[src/rtl/divisor_feeder_pkg.sv]
// divisor_feeder_pkg: shared types and default sizing for the divider issue stage.
package divisor_feeder_pkg;
   localparam int DATA_W      = 32;
   localparam int DEF_DEPTH   = 4;
   localparam int DEF_TIMEOUT = 256;
   typedef enum logic [1:0] {IDLE, ISSUE, WAIT, HOLD} feed_state_t;
   typedef struct packed {
      logic [DATA_W-1:0] num;
      logic [DATA_W-1:0] den;
   } operand_t;
endpackage

[src/rtl/divisor_feeder_fifo.sv]
// divisor_feeder_fifo: synchronous operand FIFO with wrap-around pointers and an occupancy count.
module divisor_feeder_fifo
   import divisor_feeder_pkg::*;
#(
   parameter int DEPTH = DEF_DEPTH
) (
   input  logic     clk,
   input  logic     rst_n,
   input  logic     push,
   input  logic     pop,
   input  operand_t din,
   output operand_t dout,
   output logic     full,
   output logic     empty
);
   localparam int AW = $clog2(DEPTH);
   operand_t mem [DEPTH];
   logic [AW-1:0] wr, rd;
   logic [AW:0] count;
   logic wr_en, rd_en;
   assign full  = count == (AW+1)'(DEPTH);
   assign empty = count == '0;
   assign wr_en = push && !full;
   assign rd_en = pop && !empty;
   assign dout  = mem[rd];
   always_ff @(posedge clk) begin
      if (wr_en) mem[wr] <= din;
   end
   always_ff @(posedge clk) begin
      if (!rst_n) begin
         wr    <= '0;
         rd    <= '0;
         count <= '0;
      end else begin
         wr    <= wr + AW'(wr_en);
         rd    <= rd + AW'(rd_en);
         count <= count + (AW+1)'(wr_en) - (AW+1)'(rd_en);
      end
   end
endmodule

[src/rtl/divisor_feeder.sv]
// divisor_feeder: queues signed operand pairs and issues them one at a time to the divider,
// intercepting divide-by-zero and bounding the wait for Done with a watchdog.
module divisor_feeder
   import divisor_feeder_pkg::*;
#(
   parameter int tamanyo = DATA_W,
   parameter int DEPTH   = DEF_DEPTH,
   parameter int TIMEOUT = DEF_TIMEOUT
) (
   input  logic               CLK,
   input  logic               RSTa,
   input  logic               in_valid,
   output logic               in_ready,
   input  logic [tamanyo-1:0] in_num,
   input  logic [tamanyo-1:0] in_den,
   output logic               Start,
   output logic [tamanyo-1:0] Num,
   output logic [tamanyo-1:0] Den,
   input  logic [tamanyo-1:0] Coc,
   input  logic [tamanyo-1:0] Res,
   input  logic               Done,
   output logic               out_valid,
   input  logic               out_ready,
   output logic [tamanyo-1:0] out_coc,
   output logic [tamanyo-1:0] out_res,
   output logic               out_div0,
   output logic               out_err
);
   localparam int WW = $clog2(TIMEOUT) + 1;
   feed_state_t state, next;
   operand_t din, head;
   logic full, empty, pop, expire, div0;
   logic [WW-1:0] wd;
   assign din       = '{num: in_num, den: in_den};
   assign in_ready  = !full;
   assign Start     = state == ISSUE;
   assign out_valid = state == HOLD;
   assign div0      = head.den == '0;
   // Expire when this cycle's increment lands on TIMEOUT-1, so the forced result is TIMEOUT cycles after Start.
   assign expire    = wd == WW'(TIMEOUT - 2);
   divisor_feeder_fifo #(.DEPTH(DEPTH)) u_fifo (
      .clk(CLK), .rst_n(RSTa), .push(in_valid), .pop(pop),
      .din(din), .dout(head), .full(full), .empty(empty)
   );
   always_comb begin
      next = state;
      pop  = 1'b0;
      case (state)
         IDLE: if (!empty) begin
            pop  = 1'b1;
            next = div0 ? HOLD : ISSUE;
         end
         ISSUE:   next = WAIT;
         WAIT:    next = Done || expire ? HOLD : WAIT;
         HOLD:    next = out_ready ? IDLE : HOLD;
         default: next = IDLE;
      endcase
   end
   always_ff @(posedge CLK) begin
      if (!RSTa) state <= IDLE;
      else state <= next;
   end
   always_ff @(posedge CLK) begin
      if (!RSTa) begin
         wd       <= '0;
         Num      <= '0;
         Den      <= '0;
         out_coc  <= '0;
         out_res  <= '0;
         out_div0 <= 1'b0;
         out_err  <= 1'b0;
      end else begin
         wd <= state == WAIT ? wd + 1'b1 : '0;
         if (pop && !div0) begin
            Num <= head.num;
            Den <= head.den;
         end
         if (pop && div0) begin
            out_coc  <= '1;
            out_res  <= head.num;
            out_div0 <= 1'b1;
            out_err  <= 1'b0;
         end else if (state == WAIT && Done) begin
            out_coc  <= Coc;
            out_res  <= Res;
            out_div0 <= 1'b0;
            out_err  <= 1'b0;
         end else if (state == WAIT && expire) begin
            out_coc  <= '0;
            out_res  <= '0;
            out_div0 <= 1'b0;
            out_err  <= 1'b1;
         end
      end
   end
endmodule

[config.mk]
export PLATFORM = sky130hd
export DESIGN_NAME = divisor_feeder
export DESIGN_NICKNAME = d
export VERILOG_FILES = /design/src/rtl/divisor_feeder_pkg.sv /design/src/rtl/divisor_feeder_fifo.sv /design/src/rtl/divisor_feeder.sv
export SDC_FILE = /design/constraint.sdc
export NUM_CORES = 1
export LEC_CHECK = 0
export ABC_AREA = 1
export CORE_ASPECT_RATIO = 0.6
export CORE_MARGIN = 3
export CORE_UTILIZATION = 48
export CTS_BUF_LIST = sky130_fd_sc_hd__clkbuf_4 sky130_fd_sc_hd__clkbuf_8 sky130_fd_sc_hd__clkbuf_16
export CTS_CLUSTER_DIAMETER = 200
export CTS_CLUSTER_SIZE = 14
export DETAILED_ROUTE_END_ITERATION = 10
export PLACE_DENSITY = 0.81
export SETUP_SLACK_MARGIN = 0.15
export SLEW_MARGIN = 5
export SYNTH_ARGS = -nofsm -noshare
export SYNTH_HDL_FRONTEND = slang
export SYNTH_SLANG_ARGS = --single-unit
[constraint.sdc]
create_clock -name CLK -period 6.3 [get_ports CLK]
set_input_delay 1.26 -clock CLK [delete_from_list [all_inputs] [get_ports CLK]]
set_output_delay 1.26 -clock CLK [all_outputs]
set_load 0.05 [all_outputs]
==> metrics.txt, run 1 <==
router iterations before antenna repair 6; CTS Buf Count 34; Design Area, Final 0.0198 mm²; initial antenna violation count 3; ratio of cells with drive above 1 in the final layout 0.0510; first-pass GRT wire length 66,400 µm; status finished clean; arrival time at the worst endpoint 5.24 ns; Final WS setup 1.51 ns; clock tree buffer depth 3; Post-CTS Resized 0; clock power share 0.236; Worst-Margin Slew 1.21 ns; hold_buf cts 0; Layout fillers 2,496; die width 241 µm; Num Clock Sinks 404; Critical Path RT 6.75 ns; Total GRT Usage 0.243; post-synthesis sequential area ratio 0.671; Die Ht 147 µm; Lkg Pwr 7.46 nW; DRC Markers 0; Hold Path Class reg -> reg; EDFF count, synth 256; Routed WL 43,900 µm; routed len/inst 19.8 µm; die area 0.0354 mm²; initial drt markers 1,310; post-route ant nets 0; via density per instance 5.46; Max Freq 0.209 GHz; IO buf count 265; Synth async-reset ratio 0; met2 routed WL 20,000 µm; commonest non-fill, non-tap cell in the layout nand2_1; most frequent cells in the layout nand2_1, clkdlybuf4s50_1, edfxtp_1; syn_nets 1,709; post-synthesis simple-gate area fraction 0.193; Mapped Area 0.0159 mm²; CP Max Fanout 98; combinational fraction of design power 0.365; Net Switching 3.37 mW; Post-Synth XOR/XNOR Area 0.00276; Syn-to-layout area delta 24.9%; Cells after Synth 1,569; met3 WL 3340 µm; Post-Synth Adder-Cell Area 0.00599; grt ovf 0; Row Count 50; post-synthesis mux area share 0; pin count of the biggest net entering global routing 99; hold slack 0.469 ns; final hold violation count 0; sequential group share of total power 0.399; Max Cap Violations 0; main flop type after synthesis edfxtp_1; Post-Place Worst Slack 1.63 ns; clock slew at reported path FFs 0.07 ns; number of global-route vias before repair 11,300; nets 1,922; Internal 5.32 mW; Max transition margin 0.195; HPWL Detailed 28,100 µm; min Tclk post-route 4.79 ns; RePlAce Congestion 0.812; CP Class reg -> reg; initial core utilization 0.498; endpoints failing setup 0; switching share of power 0.388; startpoint types flip-flop; Worst Skew 0.0242 ns; RSZ-0062 raised after global routing no; Crit. End Element flip-flop; I/O pin total 266; core area 0.0319 mm²; Clock Tree Root clkbuf_16; Yosys reg bits 404; period utilization 0.760; Synth cell types 28; TritonCTS clock tree yes; Area after DPL 0.0188 mm²; post-CTS setup buffer count 0; ratio of total power to cell area 438 mW/mm²; VDD IR max 0.241 mV; largest family of logic cells by synthesized area simple AND/OR/NAND/NOR gates; Slew Limit Fails 0; Yosys warning count 0; vias 12,100; worst-skew pair later-pin latency 0.53 ns; overall power 8.69 mW; H-tree levels 2; met1 WL 19,000 µm; Compound-Gate Fraction of Synth Area 0.0781; highest metal used met5; Mapped Avg Cell Area 10.1 µm²
[sequential cells by signal (all words and copies together), names as in the netlist, 3 cells and up]
| signal | count |
|---|---|
| u_fifo.count | 3 |
| wd | 9 |
| out_coc | 32 |
| Den | 32 |
| u_fifo.mem | 256 |
| Num | 32 |
| out_res | 32 |
[per-layer routing]
layer	GRT usage	up-vias
met1	0.349	5772
met4	0.0868	4
met5	0	-
met2	0.367	508
met3	0.0523	94
li1	-	5739
[area by class of cell]
cell class	count	area, µm²	share of cell area
clock buffer	57	1050	0.0528
inverter	92	349	0.0176
timing repair buffer	280	2760	0.139
clock inverter	1	8.76	0.000441
antenna	1	2.50	0.000126
sequential	404	10700	0.537
tap	416	520	0.0262
multi-input combinational	970	4500	0.227
[stage by stage]
stage | cells | util | TNS [ns]
floorplan | 1569 | - | -2.00
global placement | 2162 | 0.589 | 0
detailed placement | 2162 | 0.589 | 0
CTS | 2220 | 0.622 | 0
global route | 2221 | 0.622 | 0
finish | 2221 | 0.622 | 0
[critical path, cell delays in order, from the launching register on]
cell,delay (ns)
dfxtp_4,0.90
inv_4,0.52
nand2_1,0.18
nand3_1,0.08
nand2_1,0.13
nand2_1,0.10
nor2_1,0.15
nand2_1,0.18
nor2_4,0.74
nand3_4,1.06
nand2_1,0.33
nand2_1,0.08
a21oi_1,0.13
[cells in the mapped netlist (2+ instances only)]
| cell | instances | area share |
|---|---|---|
| buf_2 | 22 | 0.0069 |
| a21oi_1 | 135 | 0.043 |
| nand4_1 | 34 | 0.013 |
| ha_1 | 6 | 0.0047 |
| nor2_4 | 2 | 0.0014 |
| nand2_1 | 582 | 0.14 |
| inv_2 | 4 | 0.00094 |
| a32o_1 | 32 | 0.020 |
| o21ai_0 | 3 | 0.00094 |
| nor3_1 | 7 | 0.0022 |
| edfxtp_1 | 256 | 0.48 |
| inv_1 | 88 | 0.021 |
| dfxtp_1 | 148 | 0.19 |
| xnor2_1 | 4 | 0.0022 |
| clkbuf_1 | 58 | 0.014 |
| buf_1 | 16 | 0.0038 |
| buf_4 | 7 | 0.0033 |
| nor2_1 | 25 | 0.0059 |
| nand3_1 | 99 | 0.031 |
| a31oi_1 | 33 | 0.013 |
[power groups by stage]
| stage | sequential [mW] | clock [mW] | combinational, mW |
|---|---|---|---|
| detailed placement | 3.52 | 0 | 3.15 |
| CTS | 3.46 | 2.08 | 3.17 |
| global placement | 3.50 | 0 | 3.08 |
| floorplan | 4.06 | 0 | 1.58 |
| finish | 3.47 | 2.05 | 3.17 |
| global route | 3.50 | 2.18 | 3.43 |
[worst paths after layout]
path                                    from          to  slack (ns)  cells past startpoint
worst max-delay path            u_fifo.rd[0]  out_res[8]        1.51                     12
worst min-delay path                out_div0    out_div0        0.47                      2
worst max register to register  u_fifo.rd[0]  out_res[8]        1.51                     12
worst min register to register      out_div0    out_div0        0.47                      2
[kinds of logic (layout without fill, tap and decap cells)]
| kind of cell | Yosys count | in the layout |
|---|---|---|
| and+or+nand+nor | 752 | 752 |
| DFF | 404 | 404 |
| AOI/OAI and AO/OA | 206 | 206 |
| buffers and inverters | 195 | 430 |
| adders and majority gates | 7 | 7 |
| xor gates and xnor gates | 5 | 5 |
| other | 0 | 1 |
(Power assumes the default switching activity.)
==> run 2, diff against run 1 <==
- clock period: 6.3 -> 4.35 ns (I/O delays scaled with it)
==> run 2 against run 1 <==
  * Combinational power grew 51%
  * Critical path depth grew 2
  * Clock skew is essentially flat
  * Sequential share of layout area shrank 0.43 points
  * Flip-flop and latch count is the same
  * Clock power grew 45%
  * Setup slack lost 0.46 ns
  * Clock-buffer cell count grew 1
  * Worst hold slack lost 0.0039 ns
  * Register-to-register slack lost 0.46 ns
  * Wire length grew 2.0%
  * Critical path type unchanged
==> metrics.txt, run 2 (synthesized netlist as in run 1, its figures left out) <==
status finished clean (unchanged); post-CTS setup buffer count 0 (unchanged); sequential group share of total power 0.389 (was 0.399); Critical R2R Launch u_fifo.rd[0] (unchanged); hold_buf cts 0 (unchanged); largest register by flop count u_fifo.mem (unchanged); Worst Skew 0.0240 ns (was 0.0242 ns); startpoint types flip-flop (unchanged); Final WS setup 1.05 ns (was 1.51 ns); core area 0.0319 mm² (unchanged); final hold violation count 0 (unchanged); Die Ht 147 µm (unchanged); Total GRT Usage 0.251 (was 0.243); RSZ-0062 raised after global routing no (unchanged); Syn-to-layout area delta 25.9% (was 24.9%); R2R cell count 14 (was 12); die area 0.0354 mm² (unchanged); Row Count 50 (unchanged); router iterations before antenna repair 6 (unchanged); initial drt markers 1,279 (was 1,310); Critical Path RT 4.74 ns (was 6.75 ns); routed len/inst 20.0 µm (was 19.8 µm); Num Clock Sinks 404 (unchanged); number of global-route vias before repair 12,000 (was 11,300); Finished Core Util 0.627 (was 0.622); worst-skew pair later-pin latency 0.53 ns (about the same); combinational fraction of design power 0.376 (was 0.365); Hold Path Class reg -> reg (unchanged); most frequent cells in the layout nand2_1, clkdlybuf4s50_1, edfxtp_1 (unchanged); Net Switching 4.95 mW (was 3.37 mW); Max Cap Violations 0 (unchanged); Clock Tree Root clkbuf_16 (unchanged); first-pass GRT wire length 69,100 µm (was 66,400 µm); VDD IR max 0.324 mV (was 0.241 mV); Worst-Margin Slew 0.999 ns (was 1.21 ns); Crit. End Element flip-flop (unchanged); Hold EP wd[0] (was out_div0); CP Class reg -> reg (unchanged); Slew Limit Fails 0 (unchanged); Routed WL 44,800 µm (was 43,900 µm); Internal 7.76 mW (was 5.32 mW); TritonCTS clock tree yes (unchanged); clock slew at reported path FFs 0.07 ns (about the same); nets 1,937 (was 1,922); Post-Place Worst Slack 1.17 ns (was 1.63 ns); Max Freq 0.303 GHz (was 0.209 GHz); clock tree buffer depth 3 (unchanged); RePlAce Congestion 0.816 (was 0.812); WHS Path Cells 1 (was 2); Max transition margin 0.334 (was 0.195); initial core utilization 0.498 (unchanged); via density per instance 5.51 (was 5.46); die width 241 µm (unchanged); CTS Buf Count 34 (unchanged); hold slack 0.465 ns (was 0.469 ns); IO buf count 265 (unchanged); period utilization 0.758 (was 0.760); reg-to-reg slack, setup 1.05 ns (was 1.51 ns); Post-CTS Resized 0 (unchanged); initial antenna violation count 3 (unchanged); I/O pin total 266 (unchanged); post-route ant nets 0 (unchanged); CP Max Fanout 91 (was 98); ratio of cells with drive above 1 in the final layout 0.0593 (was 0.0510); Hold Startpoint wd[0] (was out_div0); end of the worst register-to-register path Den[2] (was out_res[8]); DRC Markers 0 (unchanged); switching share of power 0.389 (was 0.388); vias 12,300 (was 12,100); endpoints failing setup 0 (unchanged); commonest non-fill, non-tap cell in the layout nand2_1 (unchanged); H-tree levels 2 (unchanged); arrival time at the worst endpoint 3.68 ns (was 5.24 ns); ratio of total power to cell area 635 mW/mm² (was 438 mW/mm²); pin count of the biggest net entering global routing 92 (was 99); HPWL Detailed 29,300 µm (was 28,100 µm); min Tclk post-route 3.30 ns (was 4.79 ns); clock power share 0.234 (was 0.236); grt ovf 0 (unchanged); Lkg Pwr 7.56 nW (was 7.46 nW); max reg flops 256 (unchanged)
run 2: worst max-delay path by stage:
stage,slack [ns],endpoint,start
final,1.05,Den[2],u_fifo.rd[0]
after global routing,0.83,Den[14],u_fifo.rd[0]
after CTS,1.13,Den[2],u_fifo.rd[0]
after detailed placement,1.17,Den[2],u_fifo.rd[0]
after global placement,1.36,Den[2],u_fifo.rd[0]
after floorplan,-1.58,u_fifo.mem[0][0],u_fifo.count[1]
run 2: power by group through the flow:
| stage | registers, mW | logic [mW] | clock network, mW |
|---|---|---|---|
| after detailed placement | 5.02 | 4.74 | 0 |
| after global placement | 5.01 | 4.62 | 0 |
| after CTS | 4.95 | 4.77 | 3.03 |
| final | 4.95 | 4.78 | 2.98 |
| after floorplan | 5.88 | 2.28 | 0 |
| after global routing | 4.99 | 5.17 | 3.18 |
run 2: final cells by class:
cell class	count	area, µm²
diodes	2	5.00
clock buffers	58	1050
clock inverters	1	8.76
fillers	2432	11900
inverters	92	349
multi-input cells	970	4500
flip-flops and latches	404	10700
well taps	416	520
repair buffers	295	2910
run 2: per-layer routing:
metal / GRT usage / share of wire / vias to the layer above
met5: 0 / 0.00056 / -
met4: 0.0803 / 0.029 / 4
met3: 0.0533 / 0.079 / 93
met2: 0.391 / 0.46 / 513
met1: 0.355 / 0.43 / 5955
li1: - / - / 5775
run 2: worst max-delay path, stage by stage, from the launching register on:
cell     delay [ns]
dfxtp_4        0.35
buf_4          0.39
nand2_1        0.18
nand3_1        0.13
nand2_1        0.14
nand2_1        0.07
nor2_1         0.20
nand2_1        0.16
nor2_4         0.24
nand2_1        0.15
nand2_2        0.09
buf_4          0.64
nand2_1        0.15
nand2_1        0.11
a21oi_1        0.05
run 2: through the flow:
stage | power [mW] | cells | TNS (ns) | instance area, µm²
4_1_cts | 12.7 | 2236 | 0 | 20000
3_5_place_dp | 9.76 | 2177 | 0 | 18900
5_1_grt | 13.3 | 2237 | 0 | 20000
6_report | 12.7 | 2238 | 0 | 20000
2_1_floorplan | 8.17 | 1569 | -403.47 | 15900
3_3_place_gp | 9.63 | 2177 | 0 | 18900
